## src/rtl/uart_pkg.sv

```systemverilog
// Shared definitions for the UART stream adapter: FSM state encoding and RX entry width.
package uart_pkg;

   typedef enum logic [1:0] {
      ST_IDLE  = 2'd0,
      ST_WR    = 2'd1,
      ST_RD    = 2'd2,
      ST_GUARD = 2'd3
   } state_e;

   // One RX entry is {framing error, parity error, data byte}.
   localparam int RX_ENTRY_W = 10;

endpackage

```

## src/rtl/uart_stream_rxbuf.sv

```systemverilog
// First-word fall-through synchronous FIFO used to buffer received UART bytes.
module uart_stream_rxbuf #(
   parameter int DEPTH = 4,
   parameter int WIDTH = 10
) (
   input  logic             CLK,
   input  logic             RESET_N,
   input  logic             push_i,
   input  logic [WIDTH-1:0] pushData_i,
   input  logic             pop_i,
   output logic [WIDTH-1:0] headData_o,
   output logic             valid_o,
   output logic             full_o,
   output logic             lost_o
);

   localparam int AW = $clog2(DEPTH);
   localparam logic [AW:0] FULL_CNT = (AW + 1)'(DEPTH);

   logic [WIDTH-1:0] mem_q [DEPTH];
   logic [AW-1:0]    wrPtr_q;
   logic [AW-1:0]    rdPtr_q;
   logic [AW:0]      count_q;
   logic             doPush;
   logic             doPop;

   assign valid_o    = (count_q != '0);
   assign full_o     = (count_q == FULL_CNT);
   assign doPop      = pop_i && valid_o;
   // A push into a full buffer is only accepted when the head leaves in the same cycle.
   assign doPush     = push_i && (!full_o || doPop);
   assign lost_o     = push_i && full_o && !doPop;
   assign headData_o = valid_o ? mem_q[rdPtr_q] : '0;

   always_ff @(posedge CLK) begin
      if (doPush) begin
         mem_q[wrPtr_q] <= pushData_i;
      end
   end

   always_ff @(posedge CLK or negedge RESET_N) begin
      if (!RESET_N) begin
         wrPtr_q <= '0;
         rdPtr_q <= '0;
         count_q <= '0;
      end else begin
         if (doPush) begin
            wrPtr_q <= wrPtr_q + 1'b1;
         end
         if (doPop) begin
            rdPtr_q <= rdPtr_q + 1'b1;
         end
         case ({doPush, doPop})
            2'b10:   count_q <= count_q + 1'b1;
            2'b01:   count_q <= count_q - 1'b1;
            default: count_q <= count_q;
         endcase
      end
   end

   noPushWhenFull: assert property (@(posedge CLK) disable iff (!RESET_N) !lost_o);

endmodule

```

## src/rtl/uart_stream_adapter.sv

```systemverilog
// Bridges a valid/ready byte stream pair onto a strobe-based UART core, with
// TX/RX arbitration, post-access guard time, an RX buffer and a sticky overflow flag.
module uart_stream_adapter
   import uart_pkg::*;
#(
   parameter int RX_DEPTH     = 4,
   parameter int GUARD_CYCLES = 2
) (
   input  logic       CLK,
   input  logic       RESET_N,
   input  logic [7:0] TX_DATA,
   input  logic       TX_VALID,
   output logic       TX_READY,
   output logic [7:0] RX_DATA,
   output logic       RX_PERR,
   output logic       RX_FERR,
   output logic       RX_VALID,
   input  logic       RX_READY,
   output logic       UART_CSN,
   output logic       UART_WEN,
   output logic       UART_OEN,
   output logic [7:0] UART_DATA_IN,
   input  logic [7:0] UART_DATA_OUT,
   input  logic       UART_TXRDY,
   input  logic       UART_RXRDY,
   input  logic       UART_PARITY_ERR,
   input  logic       UART_FRAMING_ERR,
   input  logic       UART_OVERFLOW,
   output logic       OVERFLOW_STICKY,
   input  logic       OVF_CLR
);

   localparam int GW = (GUARD_CYCLES > 1) ? $clog2(GUARD_CYCLES) : 1;
   localparam logic [GW-1:0] GUARD_LAST = GW'((GUARD_CYCLES > 0) ? GUARD_CYCLES - 1 : 0);
   localparam state_e AFTER_ACCESS = (GUARD_CYCLES > 0) ? ST_GUARD : ST_IDLE;

   state_e                state_q, state_d;
   logic [GW-1:0]         guardCnt_q, guardCnt_d;
   logic                  lastWasRd_q, lastWasRd_d;
   logic [7:0]            dataIn_q, dataIn_d;
   logic                  sticky_q, sticky_d;
   logic                  txReady;
   logic                  rxPush;
   logic                  rxPop;
   logic                  rxFull;
   logic                  rxLost;
   logic                  rxElig;
   logic                  txElig;
   logic [RX_ENTRY_W-1:0] rxHead;

   assign rxElig = UART_RXRDY && !rxFull;
   assign txElig = TX_VALID && UART_TXRDY;
   assign rxPop  = RX_VALID && RX_READY;

   // Strobes decode straight from the state register, so reset releases them at once.
   assign UART_CSN     = !((state_q == ST_WR) || (state_q == ST_RD));
   assign UART_WEN     = (state_q != ST_WR);
   assign UART_OEN     = (state_q != ST_RD);
   assign UART_DATA_IN = dataIn_q;
   assign TX_READY     = txReady && RESET_N;

   assign OVERFLOW_STICKY = sticky_q;
   assign {RX_FERR, RX_PERR, RX_DATA} = rxHead;

   always_comb begin
      state_d     = state_q;
      guardCnt_d  = guardCnt_q;
      lastWasRd_d = lastWasRd_q;
      dataIn_d    = dataIn_q;
      txReady     = 1'b0;
      rxPush      = 1'b0;
      case (state_q)
         ST_IDLE: begin
            // On contention the previous access type loses, giving strict alternation.
            if (txElig && (!rxElig || lastWasRd_q)) begin
               state_d  = ST_WR;
               txReady  = 1'b1;
               dataIn_d = TX_DATA;
            end else if (rxElig) begin
               state_d = ST_RD;
            end
         end
         ST_WR: begin
            state_d     = AFTER_ACCESS;
            guardCnt_d  = '0;
            lastWasRd_d = 1'b0;
         end
         ST_RD: begin
            rxPush      = 1'b1;
            state_d     = AFTER_ACCESS;
            guardCnt_d  = '0;
            lastWasRd_d = 1'b1;
         end
         ST_GUARD: begin
            if (guardCnt_q == GUARD_LAST) begin
               state_d = ST_IDLE;
            end else begin
               guardCnt_d = guardCnt_q + 1'b1;
            end
         end
         default: state_d = ST_IDLE;
      endcase
   end

   // A new overflow event in the same cycle as a clear request keeps the flag set.
   always_comb begin
      sticky_d = sticky_q;
      if (UART_OVERFLOW || rxLost) begin
         sticky_d = 1'b1;
      end else if (OVF_CLR) begin
         sticky_d = 1'b0;
      end
   end

   always_ff @(posedge CLK or negedge RESET_N) begin
      if (!RESET_N) begin
         state_q     <= ST_IDLE;
         guardCnt_q  <= '0;
         lastWasRd_q <= 1'b0;
         dataIn_q    <= '0;
         sticky_q    <= 1'b0;
      end else begin
         state_q     <= state_d;
         guardCnt_q  <= guardCnt_d;
         lastWasRd_q <= lastWasRd_d;
         dataIn_q    <= dataIn_d;
         sticky_q    <= sticky_d;
      end
   end

   uart_stream_rxbuf #(
      .DEPTH (RX_DEPTH),
      .WIDTH (RX_ENTRY_W)
   ) rxBuf (
      .CLK        (CLK),
      .RESET_N    (RESET_N),
      .push_i     (rxPush),
      .pushData_i ({UART_FRAMING_ERR, UART_PARITY_ERR, UART_DATA_OUT}),
      .pop_i      (rxPop),
      .headData_o (rxHead),
      .valid_o    (RX_VALID),
      .full_o     (rxFull),
      .lost_o     (rxLost)
   );

endmodule

```

## config.mk

```make
export PLATFORM = sky130hd
export DESIGN_NAME = uart_stream_adapter
export DESIGN_NICKNAME = d
export VERILOG_FILES = /design/src/rtl/uart_pkg.sv /design/src/rtl/uart_stream_rxbuf.sv /design/src/rtl/uart_stream_adapter.sv
export SDC_FILE = /design/constraint.sdc
export NUM_CORES = 1
export LEC_CHECK = 0
export BUFFER_PORTS_ARGS = -buffer_cell sky130_fd_sc_hd__buf_2
export CAP_MARGIN = 10
export CORE_UTILIZATION = 59
export CTS_CLUSTER_DIAMETER = 50
export CTS_CLUSTER_SIZE = 8
export DETAILED_ROUTE_END_ITERATION = 7
export GPL_ROUTABILITY_DRIVEN = 0
export PLACE_DENSITY_LB_ADDON = 0.15
export SLEW_MARGIN = 20
export SYNTH_ARGS = -nofsm -noshare
export SYNTH_HDL_FRONTEND = slang
export SYNTH_SLANG_ARGS = --single-unit
```

## constraint.sdc

```tcl
create_clock -name CLK -period 6.2 [get_ports CLK]
set_clock_uncertainty 0.15 [all_clocks]
set_input_delay 1.24 -clock CLK [delete_from_list [all_inputs] [get_ports CLK]]
set_output_delay 1.24 -clock CLK [all_outputs]
set_load 0.01 [all_outputs]
```

==> results.sh <==
export IMPL_first_pass_iteration_count_of_the_detailed_router=4
export IMPL_die_x_um=69.2
export IMPL_core_area_um2=4350
export IMPL_ys_types=45
export IMPL_tritoncts="done"
export IMPL_syn_mean_instance_area_um2=16.0
export IMPL_layoutNonFillerInstCount=279
export IMPL_grt_pass1_vias=1675
export IMPL_r2r_setup_slack_ns=3.68
export IMPL_worst_endpoint_arrival_ns=2.03
export IMPL_cts_buffers_inserted=9
export IMPL_floorplan_die_area_um2=4790
export IMPL_hold_path_depth=1
export IMPL_period_minus_slack_ns=3.42
export IMPL_slowest_delay_ns=0.80
export IMPL_synth_top_flop_cell="sky130_fd_sc_hd__edfxtp_1"
export IMPL_drc=0
export IMPL_synth_top_cells_by_area="sky130_fd_sc_hd__edfxtp_1 (45%), sky130_fd_sc_hd__dfrtp_1 (19%), sky130_fd_sc_hd__mux4_2 (8.4%), sky130_fd_sc_hd__mux2_2 (4.2%), sky130_fd_sc_hd__ha_1 (3.8%)"
export IMPL_min_path_type="register to register"
export IMPL_seq_area_frac_synth_pct=63.8
export IMPL_max_slew_margin_pct=53.1
export IMPL_rr_worst_depth=6
export IMPL_clockRootBuffer="sky130_fd_sc_hd__clkbuf_8"
export IMPL_number_of_antenna_violations_at_the_first_check_in_global_routing=0
export IMPL_start_kind="register"
export IMPL_total_of_endpoints_with_negative_setup_slack_in_the_final_report=0
export IMPL_run_status="complete, no violations"
export IMPL_fin_crit_sh_pct=55.1
export IMPL_dominant_delay_contributor_by_cell_family_on_the_critical_path="flip-flops"
export IMPL_routed_via_density=5.62
export IMPL_rows=24
export IMPL_min_delay_start="UART_DATA_IN[4]"
export IMPL_rr_startpoint="rxBuf.count_q[1]"
export IMPL_timing_setup_tns_ns=0
export IMPL_critical_path_peak_fanout=12
export IMPL_synth_seq_cells=60
export IMPL_detailedPlacementHpwl_mm=3.35
export IMPL_worst_endpoint_required_ns=4.81
export IMPL_clock_sinks=60
export IMPL_ios=50
export IMPL_cts_hold_buf=0
export IMPL_final_nets=257
export IMPL_clkLatencyLatePin_ns=0.33
export IMPL_grt_usage_pct=21.9
export IMPL_achievable_frequency_mhz=293
export IMPL_tightestPinTransition_ns=0.704
export IMPL_start_util_pct=61.2
export IMPL_yosysTopAreaCellShare_pct=45.0
export IMPL_synthDominantAreaCellType="sky130_fd_sc_hd__edfxtp_1"
export IMPL_ir_worst_vdd_mv=0.309
export IMPL_syn_cell_area_um2=2670
export IMPL_slew_violations=0
export IMPL_synth_warn=0
export IMPL_syn_instance_count=167
export IMPL_power_leakage_nw=1.29
export IMPL_floorplan_die_height_um=69.2
export IMPL_number_of_port_buffers=49
export IMPL_post_cts_resize_count=0
export IMPL_route_vias_total=1569
export IMPL_cpMaxStageDelayCell="sky130_fd_sc_hd__dfrtp_1"
export IMPL_grt_remaining_overflow=0
export IMPL_final_layout_size_suffix_gt1_share_pct=43.6
export IMPL_max_cap_viol_count=0
export IMPL_crit_reg2reg_capture="rxBuf.count_q[2]"
export IMPL_whs_endpoint="UART_DATA_IN[4]"
export IMPL_critical_path_endpoint_type="primary output"
export IMPL_wl_per_cell_um=17.3
export IMPL_synthArstFlopShare_pct=33.3
export IMPL_area_growth_syn_to_layout_pct=18.3
export IMPL_rsz_0062_raised_after_global_routing="false"
export IMPL_syn_num_nets=202
export IMPL_grt_start_max_net_pins=22
export IMPL_synth_edf_count=40
export IMPL_pwr_density_cell_nw_per_um2=519
export IMPL_antenna_violating_nets_post_route=0
export IMPL_post_cts_buffers=0
export IMPL_worstSetupPathType="register to primary output"
export IMPL_clk_pin_slew_worst_paths_ns=0.07
export IMPL_global_route_wire_length_before_repair_mm=7.92
export IMPL_final_hold_violating_endpoints=0
export IMPL_finalWirelength_mm=4.84
export IMPL_ctsLongestPathBuffers=2
export IMPL_place_detailed_instances=263
export IMPL_drtIter0Drc=74
export IMPL_htree_num_levels=3
export IMPL_path_cells="mux4_2, and2_1, buf_2"
export IMPL_critical_path_n_buffers_inverters=1
export IMPL_antenna_diode_count=0
==> layer usage <==
layer,share of wire (%),GRT usage [%]
met4,1.9,10.7
met1,44,28.1
met2,50,35.7
met3,4.0,4.65
met5,0,0
==> cell usage after synthesis, drive strengths merged (3+ instances only) <==
cell	number
mux4	10
nand3	4
buf	3
mux2	11
edfxtp	40
inv	14
ha	8
xnor2	3
and2	14
dfrtp	20
nor2	3
==> worst max path at each step <==
stage / cells past startpoint / from / end / slack [ns]
after global placement: 5 / UART_RXRDY / TX_READY / 2.83
after floorplan: 3 / TX_VALID / TX_READY / 3.06
after CTS: 3 / rxBuf.rdPtr_q[0] / RX_DATA[0] / 2.72
final: 3 / rxBuf.rdPtr_q[0] / RX_DATA[0] / 2.78
after detailed placement: 5 / UART_RXRDY / TX_READY / 2.77
after global routing: 3 / rxBuf.rdPtr_q[0] / RX_DATA[0] / 2.62
==> sequential cells by signal (all words and copies together) (netlist names) <==
name,count
lastWasRd_q,1
rxBuf.wrPtr_q,2
UART_DATA_IN,8
guardCnt_q,1
state_q,2
OVERFLOW_STICKY,1
rxBuf.count_q,3
rxBuf.mem_q,40
rxBuf.rdPtr_q,2
==> metrics by stage <==
stage / cell area (um2) / total power, mW / hold WS (ns) / utilization (%) / setup WS (ns)
3_3_place_gp: 2960 / 1.25 / 0.335 / 67.9 / 2.83
6_report: 3150 / 1.64 / 0.363 / 72.4 / 2.78
2_1_floorplan: 2670 / 1.09 / 0.330 / - / 3.06
5_1_grt: 3150 / 1.74 / 0.384 / 72.4 / 2.62
4_1_cts: 3150 / 1.65 / 0.362 / 72.4 / 2.72
3_5_place_dp: 2960 / 1.31 / 0.343 / 67.9 / 2.77
==> layout by cell type (no fill, tap or decap), types with 4 or more instances in the layout <==
cell type / n
sky130_fd_sc_hd__dfrtp_1: 20
sky130_fd_sc_hd__and2_1: 12
sky130_fd_sc_hd__mux4_2: 10
sky130_fd_sc_hd__clkbuf_8: 9
sky130_fd_sc_hd__buf_2: 49
sky130_fd_sc_hd__nand3_1: 4
sky130_fd_sc_hd__inv_1: 14
sky130_fd_sc_hd__mux2_2: 10
sky130_fd_sc_hd__ha_1: 8
sky130_fd_sc_hd__edfxtp_1: 40
==> area by class of cell <==
cell class,count,area (um2)
fillers,299,1200
multi-input cells,88,891
flip-flops and latches,60,1700
clock buffers,9,124
clock inverters,7,75.1
well taps,52,65.1
inverters,14,52.6
repair buffers,49,245
==> logic make-up after synthesis <==
kind of cell | after synthesis | synth area share [%]
AOI/OAI and AO/OA | 18 | 5.77
and+or+nand+nor | 35 | 8.26
muxes | 21 | 13.2
adders and majority gates | 9 | 4.51
xor gates and xnor gates | 5 | 1.64
DFF | 60 | 63.8
buffers and inverters | 19 | 2.77
==> report_power, final <==
part           internal (mW)  switching (mW)
clock                  0.187           0.161
combinational          0.329           0.311
sequential             0.551          0.0983
(Power assumes the default switching activity.)
